===== src/rtl/playbus_n.sv =====
// PlayBus emulator core: one shared bus modelled as a driver mux with float/contention flags.
// A go/busy/done handshake runs single-cycle functions (EXEC) and a full ROM->RAM block copy (BLOCK).
module playbus_n #(
    parameter int DATA_W  = 4,
    parameter int ADDR_W  = 3,
    parameter int ROM_MUL = 3,
    parameter int ROM_ADD = 1
) (
    input  logic              clk,
    input  logic              n_reset,
    input  logic [DATA_W-1:0] sw_data,
    input  logic [ADDR_W-1:0] sw_addr,
    input  logic [2:0]        sw_func,
    input  logic              go,
    output logic [DATA_W-1:0] bus,
    output logic              bus_z,
    output logic              contend,
    output logic              err,
    output logic [DATA_W-1:0] led,
    output logic [ADDR_W-1:0] addr_q,
    output logic [2:0]        func_q,
    output logic              busy,
    output logic              done
);
    localparam int DEPTH = 2 ** ADDR_W;
    localparam int PW    = DATA_W + ADDR_W;

    localparam logic [2:0] F_SW_LED  = 3'd1;
    localparam logic [2:0] F_SW_RAM  = 3'd2;
    localparam logic [2:0] F_RAM_LED = 3'd3;
    localparam logic [2:0] F_ROM_LED = 3'd4;
    localparam logic [2:0] F_ROM_RAM = 3'd5;
    localparam logic [2:0] F_BLOCK   = 3'd6;
    localparam logic [2:0] F_FAULT   = 3'd7;

    typedef enum logic [1:0] {IDLE, EXEC, BLOCK} state_t;

    state_t            state_q, state_d;
    logic [ADDR_W-1:0] addr_d;
    logic [2:0]        func_d;
    logic [DATA_W-1:0] led_q, led_d;
    logic              err_q, err_d;
    logic              done_q, done_d;

    logic [DATA_W-1:0] ram_q [DEPTH];
    logic              ram_we;
    logic [DATA_W-1:0] ram_rd;

    logic [PW-1:0]     rom_prod;
    logic [DATA_W-1:0] rom_data;

    logic              drv_sw, drv_ram, drv_rom;
    logic [1:0]        n_drv;

    // ROM is pure arithmetic on the address, widened so the product cannot overflow before truncation.
    assign rom_prod = PW'(addr_q) * PW'(ROM_MUL) + PW'(ROM_ADD);
    assign rom_data = rom_prod[DATA_W-1:0];
    assign ram_rd   = ram_q[addr_q];

    always_comb begin
        drv_sw  = 1'b0;
        drv_ram = 1'b0;
        drv_rom = 1'b0;
        case (state_q)
            EXEC: begin
                case (func_q)
                    F_SW_LED, F_SW_RAM:   drv_sw  = 1'b1;
                    F_RAM_LED:            drv_ram = 1'b1;
                    F_ROM_LED, F_ROM_RAM: drv_rom = 1'b1;
                    F_FAULT: begin
                        drv_sw  = 1'b1;
                        drv_ram = 1'b1;
                    end
                    default: ;
                endcase
            end
            BLOCK:   drv_rom = 1'b1;
            default: ;
        endcase
    end

    assign n_drv   = {1'b0, drv_sw} + {1'b0, drv_ram} + {1'b0, drv_rom};
    assign bus_z   = (n_drv == 2'd0);
    assign contend = (n_drv > 2'd1);

    // A floating or fought-over bus reads as zero.
    always_comb begin
        bus = '0;
        if (n_drv == 2'd1) begin
            if (drv_sw)       bus = sw_data;
            else if (drv_ram) bus = ram_rd;
            else              bus = rom_data;
        end
    end

    always_comb begin
        state_d = state_q;
        addr_d  = addr_q;
        func_d  = func_q;
        led_d   = led_q;
        err_d   = err_q | contend;
        done_d  = 1'b0;
        ram_we  = 1'b0;
        case (state_q)
            IDLE: begin
                if (go) begin
                    if (sw_func == F_BLOCK) begin
                        addr_d  = '0;
                        func_d  = F_BLOCK;
                        state_d = BLOCK;
                    end else begin
                        addr_d  = sw_addr;
                        func_d  = sw_func;
                        state_d = EXEC;
                    end
                end
            end
            EXEC: begin
                state_d = IDLE;
                done_d  = 1'b1;
                case (func_q)
                    F_SW_LED, F_RAM_LED, F_ROM_LED: led_d  = bus;
                    F_SW_RAM, F_ROM_RAM:            ram_we = 1'b1;
                    default: ;
                endcase
            end
            BLOCK: begin
                led_d  = bus;
                ram_we = 1'b1;
                // Last word: stop with the address parked at the top, no wrap.
                if (addr_q == ADDR_W'(DEPTH - 1)) begin
                    state_d = IDLE;
                    done_d  = 1'b1;
                end else begin
                    addr_d = addr_q + 1'b1;
                end
            end
            default: state_d = IDLE;
        endcase
    end

    always_ff @(posedge clk) begin
        if (!n_reset) begin
            state_q <= IDLE;
            addr_q  <= '0;
            func_q  <= '0;
            led_q   <= '0;
            err_q   <= 1'b0;
            done_q  <= 1'b0;
        end else begin
            state_q <= state_d;
            addr_q  <= addr_d;
            func_q  <= func_d;
            led_q   <= led_d;
            err_q   <= err_d;
            done_q  <= done_d;
        end
    end

    // RAM keeps its contents across reset, but a reset cycle must not write it.
    always_ff @(posedge clk) begin
        if (n_reset && ram_we) ram_q[addr_q] <= bus;
    end

    assign led  = led_q;
    assign err  = err_q;
    assign done = done_q;
    assign busy = (state_q != IDLE);
endmodule

===== config.mk =====
export PLATFORM = sky130hd
export DESIGN_NAME = playbus_n
export DESIGN_NICKNAME = d
export VERILOG_FILES = /design/src/rtl/playbus_n.sv
export SDC_FILE = /design/constraint.sdc
export NUM_CORES = 1
export LEC_CHECK = 0
export BUFFER_PORTS_ARGS = -buffer_cell sky130_fd_sc_hd__buf_2
export CAP_MARGIN = 20
export CORE_ASPECT_RATIO = 1.4
export CORE_MARGIN = 3
export CORE_UTILIZATION = 31
export DETAILED_ROUTE_END_ITERATION = 10
export GPL_ROUTABILITY_DRIVEN = 0
export PLACE_DENSITY = 0.46
export SLEW_MARGIN = 10
export SYNTH_ARGS = -nofsm -noshare
export SYNTH_HDL_FRONTEND = slang
export SYNTH_SLANG_ARGS = --single-unit

===== constraint.sdc =====
create_clock -name clk -period 3.2 [get_ports clk]
set_input_delay 0.16 -clock clk [delete_from_list [all_inputs] [get_ports clk]]
set_output_delay 0.16 -clock clk [all_outputs]
set_load 0.01 [all_outputs]

==> metrics.log <==
[metrics] count of maximum capacitance violations: 0
[metrics] number of distinct standard cells referenced by the synthesized netlist: 45
[metrics] Core Region: 0.00775 mm^2
[metrics] measured slew at the worst slew-check pin: 472 ps
[metrics] share of synthesized area occupied by flip-flops and latches: between 50% and 60%
[metrics] clock period minus final worst setup slack: 2970 ps
[metrics] setup repair after global routing missed its margin: yes
[metrics] routed via count divided by cell count: a little under 5
[metrics] critical path launch point type: flip-flop
[metrics] clock tree from TritonCTS: yes
[metrics] fmax: around 0.34 GHz
[metrics] async set-or-reset flop fraction in the synthesized netlist: 0%
[metrics] per-cell routed wire length: 16.0 um
[metrics] worst-skew pair later-pin latency: about 310 ps
[metrics] Total Routed Length: between 5 and 6 mm
[metrics] initial antenna violation count: 0
[metrics] area of the die: approximately 0.0091 mm^2
[metrics] Setup WS pre-CTS: just under 300 ps
[metrics] internal power component: just over 0.9 mW
[metrics] part of the power in combinational logic: 15.7%
[metrics] path type of the worst min-delay path: in -> reg
[metrics] r2r worst-path depth: 8
[metrics] H-tree Lvls: 2
[metrics] HPWL after DPL: ~4.6 mm
[metrics] total overflow reported by the global router: 0
[metrics] cells after synthesis: 214
[metrics] crit path DAT: roughly 2800 ps
[metrics] first-pass GRT wire length: slightly above 9 mm
[metrics] number of buffers on the longest clock path: 2
[metrics] Starting DRT DRC Count: 63
[metrics] Ports: 32
[metrics] Routed met1 length: 2.18 mm
[metrics] Rows: 38
[metrics] netlist area before placement: between 0.002 and 0.0025 mm^2
[metrics] total instance count after detailed placement: approximately 350
[metrics] antenna violation net count after detailed routing: 0
[metrics] DR DRC count: 0
[metrics] post-synth top area share: roughly two fifths
[metrics] largest clock skew in the final design: between 15 and 20 ps
[metrics] overall via count from detail_route: roughly 1,700
[metrics] Inserted Diodes: 0
[metrics] number of iterations in the first detailed-routing pass: 4
[metrics] placed standard-cell area: around 0.0028 mm^2
[metrics] Worst Hold Depth: 3
[metrics] syn_area_per_cell: approximately 12 um^2
[metrics] dominant synthesized flop cell: sky130_fd_sc_hd__edfxtp_1
[metrics] leakage dissipation: 1.12 nW
[metrics] final non-filler cell total: ~350
[metrics] warning count from the yosys run: 0
[metrics] Num Clock Sinks: slightly below 50
[metrics] Total Nets Final: 278
[metrics] power density relative to cell area: between 400 and 500 mW/mm^2
[metrics] library cell occupying the most area in the post-synthesis netlist: sky130_fd_sc_hd__edfxtp_1
[metrics] clock root buffer: sky130_fd_sc_hd__clkbuf_8
[metrics] kind of end point of the critical path: output port
[metrics] number of register bits inferred by synthesis: between 40 and 50
[metrics] number of failing setup endpoints in the final timing report: 0
[metrics] CTS Buf Count: 5
[metrics] min setup slack post-route: ~230 ps
[metrics] Clk pin slew, worst setup/hold paths: around 80 ps
[metrics] top layer in use: met4
[metrics] sequential share of power: between 50% and 60%
[metrics] vias in the first global route: 1,815
[metrics] Slew Limit Headroom: between 60% and 70%
[metrics] Post CTS Setup Buffer Count: 0
[metrics] critical path fanouts, max: 9
[metrics] Psw: approximately 0.35 mW
[metrics] number of flops mapped to enable cells by yosys: 32
[metrics] synthesized netlist net count: between 200 and 250
[metrics] met3 routed wirelength: roughly 160 um
[metrics] max-slew violation count: 0
[metrics] period utilisation layout: between 90 and 100%
[metrics] Sw Share: 27.4%
[metrics] die outline height: around 110 um
[metrics] status: finished clean
[metrics] area growth from synthesis to layout: 15.4%
[metrics] largest voltage drop on the vdd net: 0.205 mV
[metrics] clock power share: between 20 and 30%
[metrics] layout cells sized above 1: roughly 22%
[metrics] quantity of I/O buffers inserted on ports: 31
[metrics] final-report hold violation count: 0
[metrics] overall track demand over capacity in global routing: ~13%
[metrics] Post-Layout Inst Area: between 0.002 and 0.003 mm^2
[metrics] CP Data Required Time: ~3000 ps
[metrics] pin count of the biggest net entering global routing: 17
[metrics] final setup TNS: 0 ps
[metrics] die boundary width: approximately 82 um
[metrics] crit path kind: reg -> out
[metrics] hold buffers post-CTS: 0
[metrics] initial cell density of the core: about 32%
[metrics] leading cell types by total area after synthesis: sky130_fd_sc_hd__edfxtp_1, sky130_fd_sc_hd__dfxtp_1, sky130_fd_sc_hd__mux2i_1, sky130_fd_sc_hd__ha_1, sky130_fd_sc_hd__nand2_1
[metrics] length of routed met2 wiring: ~3.3 mm
synth_stat cells, drive strengths merged, types with 2 or more instances:
master,count
xor2,2
nor3b,3
buf,7
fa,2
o211a,2
nand2b,2
dfxtp,17
edfxtp,32
nand3,7
o211ai,7
nand4,4
and2,11
a21boi,7
nor2b,5
a22oi,8
mux2i,17
a21oi,2
nand2,21
o21ai,6
and3b,2
nor2,11
inv,9
ha,10
a211oi,4
what timing repair did:
action / 4_1_cts / 5_1_grt
resized for setup: 1 / 5
hold endpoints to repair: 0 / 0
gates cloned: 0 / 0
setup endpoints to repair: 1 / 4
cells by family after synthesis:
family          count (synthesis)  synth area share (%)
simple gates                   70                  14.9
buf+inv                        17                  4.13
mux                            17                  6.86
fa+ha+maj                      12                  6.66
compound gates                 46                  14.0
flops                          49                  52.4
xor+xnor                        3                  1.06
stage by stage:
step	hold WS, ps	utilization [%]	total power, mW
6_report	143	37.0	1.27
5_1_grt	148	37.0	1.33
4_1_cts	144	36.8	1.29
3_5_place_dp	458	35.6	0.925
3_3_place_gp	448	35.6	0.925
2_1_floorplan	316	-	0.851
critical path, stage by stage (launching register included):
cell	delay [ps]
sky130_fd_sc_hd__dfxtp_1	360
sky130_fd_sc_hd__inv_1	80
sky130_fd_sc_hd__ha_1	270
sky130_fd_sc_hd__and3b_1	190
sky130_fd_sc_hd__o21ai_1	150
sky130_fd_sc_hd__fa_1	460
sky130_fd_sc_hd__nand2b_1	230
sky130_fd_sc_hd__nor2_1	160
sky130_fd_sc_hd__nand4_1	140
sky130_fd_sc_hd__a21boi_1	160
sky130_fd_sc_hd__buf_4	170
sky130_fd_sc_hd__buf_2	130
layout by cell type (no fill, tap or decap), types with 2 or more instances in the layout:
cell	count
sky130_fd_sc_hd__fa_1	2
sky130_fd_sc_hd__nor3b_1	3
sky130_fd_sc_hd__xor2_1	2
sky130_fd_sc_hd__a211oi_2	2
sky130_fd_sc_hd__a21oi_1	2
sky130_fd_sc_hd__nand2_1	20
sky130_fd_sc_hd__edfxtp_1	32
sky130_fd_sc_hd__buf_2	31
sky130_fd_sc_hd__dfxtp_1	17
sky130_fd_sc_hd__o21ai_1	2
sky130_fd_sc_hd__clkbuf_8	5
sky130_fd_sc_hd__nor2b_1	5
sky130_fd_sc_hd__buf_4	9
sky130_fd_sc_hd__a211oi_1	2
sky130_fd_sc_hd__nand3_1	7
sky130_fd_sc_hd__nand4_1	4
sky130_fd_sc_hd__a22oi_1	8
sky130_fd_sc_hd__o211ai_1	7
sky130_fd_sc_hd__o21ai_0	4
sky130_fd_sc_hd__nand2b_1	2
sky130_fd_sc_hd__nor2_1	10
sky130_fd_sc_hd__ha_1	10
sky130_fd_sc_hd__and2_1	11
sky130_fd_sc_hd__o211a_1	2
sky130_fd_sc_hd__inv_1	9
sky130_fd_sc_hd__a21boi_0	6
sky130_fd_sc_hd__mux2i_1	17
layout make-up:
cell class	count	area [um^2]
flip-flops and latches	49	1300
clock inverters	3	20.0
clock buffers	5	68.8
fillers	784	4890
well taps	100	125
inverters	9	33.8
repair buffers	40	223
multi-input cells	148	1090
per-layer routing:
| layer | GRT usage [%] | up-vias |
|---|---|---|
| met1 | 14.4 | 841 |
| met5 | 0 | - |
| met4 | 3.99 | 0 |
| met3 | 2.43 | 4 |
| li1 | - | 863 |
| met2 | 25.7 | 30 |
flip-flops by register name, summed over array words and instances, names as in the netlist, named ones only:
name and cells:
ram_q 32, done 1, led 4, addr_q 3
err 1, state_q 2, func_q 3
power by group through the flow:
stage / registers [mW] / clock network (mW) / logic (mW)
floorplan: 0.717 / 0 / 0.134
global placement: 0.720 / 0 / 0.204
detailed placement: 0.721 / 0 / 0.204
CTS: 0.706 / 0.375 / 0.205
global route: 0.709 / 0.393 / 0.226
finish: 0.705 / 0.366 / 0.200
final timing paths:
check                                 from          end  slack [ps]
worst max-delay path            state_q[1]       bus[1]         230
worst min-delay path            sw_func[1]    func_q[1]         140
worst max register to register  state_q[1]  ram_q[6][3]         640
worst min register to register         err          err         480
(Power assumes the default switching activity.)
